==> src/rtl/mtr_pkg.sv <==
// Shared types and helpers for the motor PWM driver.
// Build option: define MTR_DUTY_CLAMP_EN to clamp mapped duty away from the
// extremes so that neither output pulse is fully consumed by dead-time.
package mtr_pkg;

  typedef logic signed [10:0] spd_t;
  typedef logic        [10:0] duty_t;

  localparam int unsigned PWM_PERIOD = 2048;
  localparam duty_t       DUTY_ZERO  = 11'h400;

`ifdef MTR_DUTY_CLAMP_EN
  localparam bit CLAMP_EN = 1'b1;
`else
  localparam bit CLAMP_EN = 1'b0;
`endif

  // Offset-binary mapping (flipping the MSB equals adding 0x400 mod 2048),
  // optionally clamped to [2*nonovr, PWM_PERIOD-1-2*nonovr].
  function automatic duty_t spd2duty(input spd_t spd, input int unsigned nonovr);
    duty_t       d;
    int unsigned lo;
    int unsigned hi;
    d  = duty_t'(spd) ^ DUTY_ZERO;
    lo = 2 * nonovr;
    hi = (PWM_PERIOD - 1) - lo;
    if (CLAMP_EN) begin
      if (32'(d) < lo) begin
        d = duty_t'(lo);
      end else if (32'(d) > hi) begin
        d = duty_t'(hi);
      end
    end
    return d;
  endfunction

endpackage

==> src/rtl/pwm_nonovr.sv <==
// One PWM side: duty shadow loaded at period end, raw compare against the
// shared counter, and dead-time insertion producing a non-overlapping pair.
import mtr_pkg::*;

module pwm_nonovr #(
  parameter int unsigned NONOVERLAP = 32
) (
  input  logic  i_clk,
  input  logic  i_rst,
  input  duty_t i_cnt,
  input  spd_t  i_spd,
  output logic  o_pwm1,
  output logic  o_pwm2
);

  localparam logic [7:0] DEAD_LD = 8'(NONOVERLAP);
  localparam duty_t      CNT_END = duty_t'(PWM_PERIOD - 1);

  duty_t      r_duty;
  logic       r_raw_q;
  logic [7:0] r_dead;
  logic       r_pwm1;
  logic       r_pwm2;

  logic       w_raw;
  logic [7:0] w_dead_nxt;
  logic       w_live;

  // Raw compare and next dead-time count; any raw edge restarts the dead window.
  always_comb begin
    w_raw      = (i_cnt < r_duty);
    w_dead_nxt = '0;
    if (w_raw != r_raw_q) begin
      w_dead_nxt = DEAD_LD;
    end else if (r_dead != '0) begin
      w_dead_nxt = r_dead - 8'd1;
    end
    w_live = (w_dead_nxt == '0);
  end

  // Outputs are registered from the next dead count so PWM1 == raw_q and
  // PWM2 == ~raw_q exactly in cycles where dead_cnt is 0, both low otherwise.
  always_ff @(posedge i_clk) begin
    if (i_rst) begin
      r_duty  <= DUTY_ZERO;
      r_raw_q <= 1'b0;
      r_dead  <= DEAD_LD;
      r_pwm1  <= 1'b0;
      r_pwm2  <= 1'b0;
    end else begin
      if (i_cnt == CNT_END) begin
        r_duty <= spd2duty(i_spd, NONOVERLAP);
      end
      r_raw_q <= w_raw;
      r_dead  <= w_dead_nxt;
      r_pwm1  <= w_live & w_raw;
      r_pwm2  <= w_live & ~w_raw;
    end
  end

  assign o_pwm1 = r_pwm1;
  assign o_pwm2 = r_pwm2;

endmodule

==> src/rtl/mtr_drv.sv <==
// Motor driver top: shared free-running period counter plus one
// dead-time PWM generator per wheel.
// Build option: MTR_DUTY_CLAMP_EN (see mtr_pkg) clamps the duty range.
import mtr_pkg::*;

module mtr_drv #(
  parameter int unsigned NONOVERLAP = 32
) (
  input  logic        clk,
  input  logic        rst,
  input  logic signed [10:0] lft_spd,
  input  logic signed [10:0] rght_spd,
  output logic        lftPWM1,
  output logic        lftPWM2,
  output logic        rghtPWM1,
  output logic        rghtPWM2,
  output logic        period_strt
);

  duty_t r_cnt;
  logic  w_pstrt;

  // Free-running period counter, wraps naturally at PWM_PERIOD.
  always_ff @(posedge clk) begin
    if (rst) begin
      r_cnt <= '0;
    end else begin
      r_cnt <= r_cnt + 11'd1;
    end
  end

  // Masked by rst so the marker stays low while held in reset even though
  // the counter already sits at 0.
  always_comb begin
    w_pstrt = (r_cnt == '0) & ~rst;
  end

  assign period_strt = w_pstrt;

  pwm_nonovr #(.NONOVERLAP(NONOVERLAP)) u_lft (
    .i_clk  (clk),
    .i_rst  (rst),
    .i_cnt  (r_cnt),
    .i_spd  (lft_spd),
    .o_pwm1 (lftPWM1),
    .o_pwm2 (lftPWM2)
  );

  pwm_nonovr #(.NONOVERLAP(NONOVERLAP)) u_rght (
    .i_clk  (clk),
    .i_rst  (rst),
    .i_cnt  (r_cnt),
    .i_spd  (rght_spd),
    .o_pwm1 (rghtPWM1),
    .o_pwm2 (rghtPWM2)
  );

endmodule

==> config.mk <==
export PLATFORM = sky130hd
export DESIGN_NAME = mtr_drv
export DESIGN_NICKNAME = d
export VERILOG_FILES = /design/src/rtl/mtr_pkg.sv /design/src/rtl/pwm_nonovr.sv /design/src/rtl/mtr_drv.sv
export SDC_FILE = /design/constraint.sdc
export NUM_CORES = 1
export LEC_CHECK = 0
export BUFFER_PORTS_ARGS = -buffer_cell sky130_fd_sc_hd__buf_2
export CAP_MARGIN = 20
export CORE_ASPECT_RATIO = 1.25
export CORE_MARGIN = 2
export CORE_UTILIZATION = 40
export CTS_CLUSTER_SIZE = 14
export DETAILED_ROUTE_END_ITERATION = 8
export PLACE_DENSITY_LB_ADDON = 0.15
export SETUP_SLACK_MARGIN = 0.05
export SLEW_MARGIN = 20
export SYNTH_ARGS = -nofsm -noshare
export SYNTH_HDL_FRONTEND = slang
export SYNTH_HIERARCHICAL = 1
export SYNTH_SLANG_ARGS = --single-unit
==> constraint.sdc <==
create_clock -name clk -period 6.1 [get_ports clk]
set_input_delay 0.915 -clock clk [delete_from_list [all_inputs] [get_ports clk]]
set_output_delay 0.915 -clock clk [all_outputs]
set_load 0.02 [all_outputs]
* Word level (Yosys, flattened, before mapping)
Index checks and enable logic that the tools add are counted.
Storage, ports and cells: flip-flop bits (word level) 55, logic and storage cells 38
Cells by class: magnitude comparators 2, eq/ne operators 3, add/subtract/negate cells 3, mux-type cells 4, reduce and logical (&&, ||, !) cells 5, bitwise logic cells 10
Operators by type and width (count):
- $mux W8 | 4
- $lt A11 B11 Y1 | 2
- $logic_not A8 Y1 | 2
- $reduce_bool A8 Y1 | 2
- $sub A8 B1 Y8 const B | 2
- $add A11 B1 Y11 const B | 1
- $eq A11 B11 Y1 const B | 1
- $logic_not A11 Y1 | 1
- $and A1 B1 Y1 | 5
- $not A1 Y1 | 5
- $ne A1 B1 Y1 | 2

* Logic depth before layout (Yosys ltp)
depth after elaboration 5, depth in mapped cells 7, gate-level depth less buffers 7

* Hierarchy
Netlist, hierarchy kept.
By module, submodules not included:
- pwm_nonovr | cells each 128, times used 2, area each 1129.8 µm²
- mtr_drv | cells each 55, times used 1, area each 505.5 µm²

* Worst setup path before layout
No wires, ideal clock.
path kind input -> output, start input rst, end output period_strt, data required time 5.185 ns, cell stages on the path 2, arrival 1.367 ns, setup slack 3.818 ns, buffers on the path 0, path through nor4_1 > and4_1
Between the ends: word-level cells in the longest chain between the ends 2
Ends and longest elaborated chain:
- from (decl) | line mtr_drv.sv:10 | input logic rst,
- $not A1 Y1 | line mtr_drv.sv:35 | w_pstrt = (r_cnt == '0) & ~rst;
- $and A1 B1 Y1 | line mtr_drv.sv:35
- to (decl) | line mtr_drv.sv:17 | output logic period_strt
No other way between the ends.

* Worst setup path in the final report
Same ends and word-level chain as after synthesis.

==> summary.md <==
| Metric | Value |
|---|---|
| Synth top cells by count | 55 x dfxtp_1, 35 x nor2_1, 31 x inv_1 |
| Internal | 0.5002 mW |
| CP Data Arrival Time | 1.89 ns |
| Synth Area per Inst | 8.891 um^2 |
| CTS Hold Buffers Added | 0 |
| Post-Place Cells | 418 |
| Top cell type's share of synthesized area | 39.82% |
| Status | complete, no violations |
| Share of total power in the clock network | 31.7% |
| Worst path required time | 5.18 ns |
| RePlAce Congestion | 0.7836 |
| Power Dens Cells | 218.3 mW/mm^2 |
| CTS root buffer | clkbuf_8 |
| Largest net degree at the start of global routing | 55 |
| Worst slew pin tran | 0.6980 ns |
| Post-Route WL | 5.189 mm |
| WHS | 0.4320 ns |
| Fmax | 0.3560 GHz |
| I/O Buffers | 28 |
| Met1 WL | 2.302 mm |
| RSZ-0062 raised after global routing | no |
| Initial antenna violation count | 0 |
| Post-route antenna net violation count | 0 |
| Worst Skew | 0.007722 ns |
| Post-CTS resize count | 0 |
| Total die area | 0.007598 mm^2 |
| Most used DFF post-synth | dfxtp_1 |
| DR iter-0 viols | 67 |
| Cell area after synthesis | 0.002765 mm^2 |
| DR WL met2 | 2.723 mm |
| Netlist cell types | 32 |
| Reg clk slew, reported paths | 0.10 ns |
| GRT Resource Usage Total | 14.57% |
| Ys async rst share | 0% |
| Nets | 388 |
| Fin. Hold Viols | 0 |
| ANT cells | 0 |
| Utilization after layout | 46.64% |
| Num ports | 29 |
| Synth Register Bits | 55 |
| Critical Path Start Type | primary input |
| CP max FO | 54 |
| Die H | 96.96 um |
| Post-synth top area cell | dfxtp_1 |
| Row cnt | 33 |
| Wire length per cell | 12.18 um |
| Dominant cell by count in the synthesized netlist | dfxtp_1 |
| Die Wd | 78.37 um |
| Share of post-route cells with drive strength above 1 | 12.98% |
| Max-cap violation count | 0 |
| Cells after synthesis | 311 |
| LEAKAGE | 1.226 nW |
| Final Max Slew Viols | 0 |
| CTS Buffer Depth | 2 |
| Sequential cell fraction of total power | 56.8% |
| TritonRoute pass-1 iters | 4 |
| H-tree lvl count | 2 |
| Worst vdd ir | 113.5 uV |
| Setup Viol. Count Final | 0 |
| Hpwl dp | 3.681 mm |
| Sequential share of the synthesized area | 39.82% |
| Number of synthesized flops with an enable pin | 0 |
| First-pass GRT wire length | 9.045 mm |
| Hold WC Path Type | reg -> reg |
| NetSw | 0.1766 mW |
| CP endpoint kind | primary output |
| Crit Path Category | in -> out |
| Initial Utilization | 41.60% |
| Sw frac | 26.10% |
| Dpl cell area | 0.002989 mm^2 |
| Postcts setup bufs | 0 |
| CORE AREA | 0.006648 mm^2 |
| Remaining DRCs | 0 |
| Final std cell area, no fill | 0.003100 mm^2 |
| Period utilization | 46.05% |
| Metal3 WL | 91 um |
| Worst-Skew Late Latency | 0.31 ns |
| Top Metal Used | met4 |
| Dominant cells by area after synthesis | dfxtp_1 40%, ha_1 12%, mux2i_1 8.0%, nor2_1 4.8%, inv_1 4.2% |
| Combinational share of power | 11.6% |
| Total CTS buffers | 5 |
| Grt ovf | 0 |
| Minimum clock period | 2.809 ns |
| Setup TNS | 0 ns |
| Routed vias/inst | 5.176 |
| Area grow syn2layout | 12.13% |
| Rel. slew slack | 53.13% |
| CTS tree | done |
| Vias | 2,205 |
| Fill count | 673 |
| Num Clock Sinks | 55 |
| Post-Layout Cell Count | 426 |
| Mapped Nets | 361 |
| Yosys warns | 6 |
| Number of global-route vias before repair | 2,028 |
==> sequential cells by signal, indices dropped and copies added (netlist names) <==
register	count
r_cnt	11
u_lft/r_duty	11
u_rght/r_duty	11
u_lft/r_dead	8
u_rght/r_dead	8
u_lft/o_pwm1	1
u_lft/o_pwm2	1
u_lft/r_raw_q	1
u_rght/o_pwm1	1
u_rght/o_pwm2	1
u_rght/r_raw_q	1
==> per-stage QoR <==
step | power (mW) | worst slack (ns)
3_3_place_gp | 0.4706 | 3.287
6_report | 0.6769 | 3.291
4_1_cts | 0.6906 | 3.278
2_1_floorplan | 0.4497 | 3.818
5_1_grt | 0.7180 | 3.218
3_5_place_dp | 0.4718 | 3.277
==> cell type report <==
cell class	instances	area [um^2]	share of cell area (%)
multi-input combinational	216	1528	49.27
sequential	55	1101	35.51
timing repair buffer	29	147.6	4.762
inverter	31	116.4	3.753
tap	87	108.9	3.511
clock buffer	6	82.58	2.663
clock inverter	2	16.27	0.5246
==> cell usage in the layout, fill, tap and decap left out, types with 6 or more instances in the layout <==
cell type  Yosys  layout
nor4_1        16      16
nor2_1        35      35
clkbuf_8       0       6
nand3_1        6       6
mux2i_1       22      22
o21ai_0        6       6
buf_2          4      28
inv_1         31      31
ha_1          26      26
nand4_1        7       7
dfxtp_1       55      55
nand2_1       15      15
xnor2_1        9       9
a21oi_1       18      18
nor3_1        20      18
==> cells by family (layout without fill, tap and decap cells) <==
| logic type | after synthesis | after routing | share of synthesized area [%] |
|---|---|---|---|
| buf+inv | 40 | 68 | 5.747 |
| fa+ha+maj | 26 | 26 | 11.76 |
| flops | 55 | 55 | 39.82 |
| mux | 22 | 22 | 7.964 |
| simple gates | 121 | 121 | 22.90 |
| compound gates | 34 | 34 | 7.693 |
| xor+xnor | 13 | 13 | 4.118 |
==> power by group through the flow <==
stage               logic, mW  clock network, mW  registers, mW
detailed placement     0.0793                  0          0.392
global route           0.0913              0.240          0.387
global placement       0.0781                  0          0.392
finish                 0.0784              0.214          0.384
floorplan              0.0599                  0          0.390
CTS                    0.0798              0.227          0.384
==> per-layer routing <==
layer  vias to the layer above  track usage (%)
met5                         -                0
met4                         0            4.049
met3                         6            2.612
met2                        13            26.13
met1                      1034            17.61
li1                       1152                -
==> path summary, 6_finish.rpt <==
path / startpoint / end / slack, ns / depth (start not counted)
max: rst / period_strt / 3.29 / 5
min: u_lft/r_raw_q / u_lft/o_pwm2 / 0.43 / 1
max reg2reg: r_cnt[8] / u_lft/r_dead[5] / 3.77 / 6
min reg2reg: u_lft/r_raw_q / u_lft/o_pwm2 / 0.43 / 1
==> worst max-delay path, cell delays in order <==
cell and delay [ns]:
buf_2 0.09, buf_4 0.28, nor4_1 0.21, and4_1 0.22
buf_2 0.16
No activity file was read; power rests on OpenSTA's default activity.
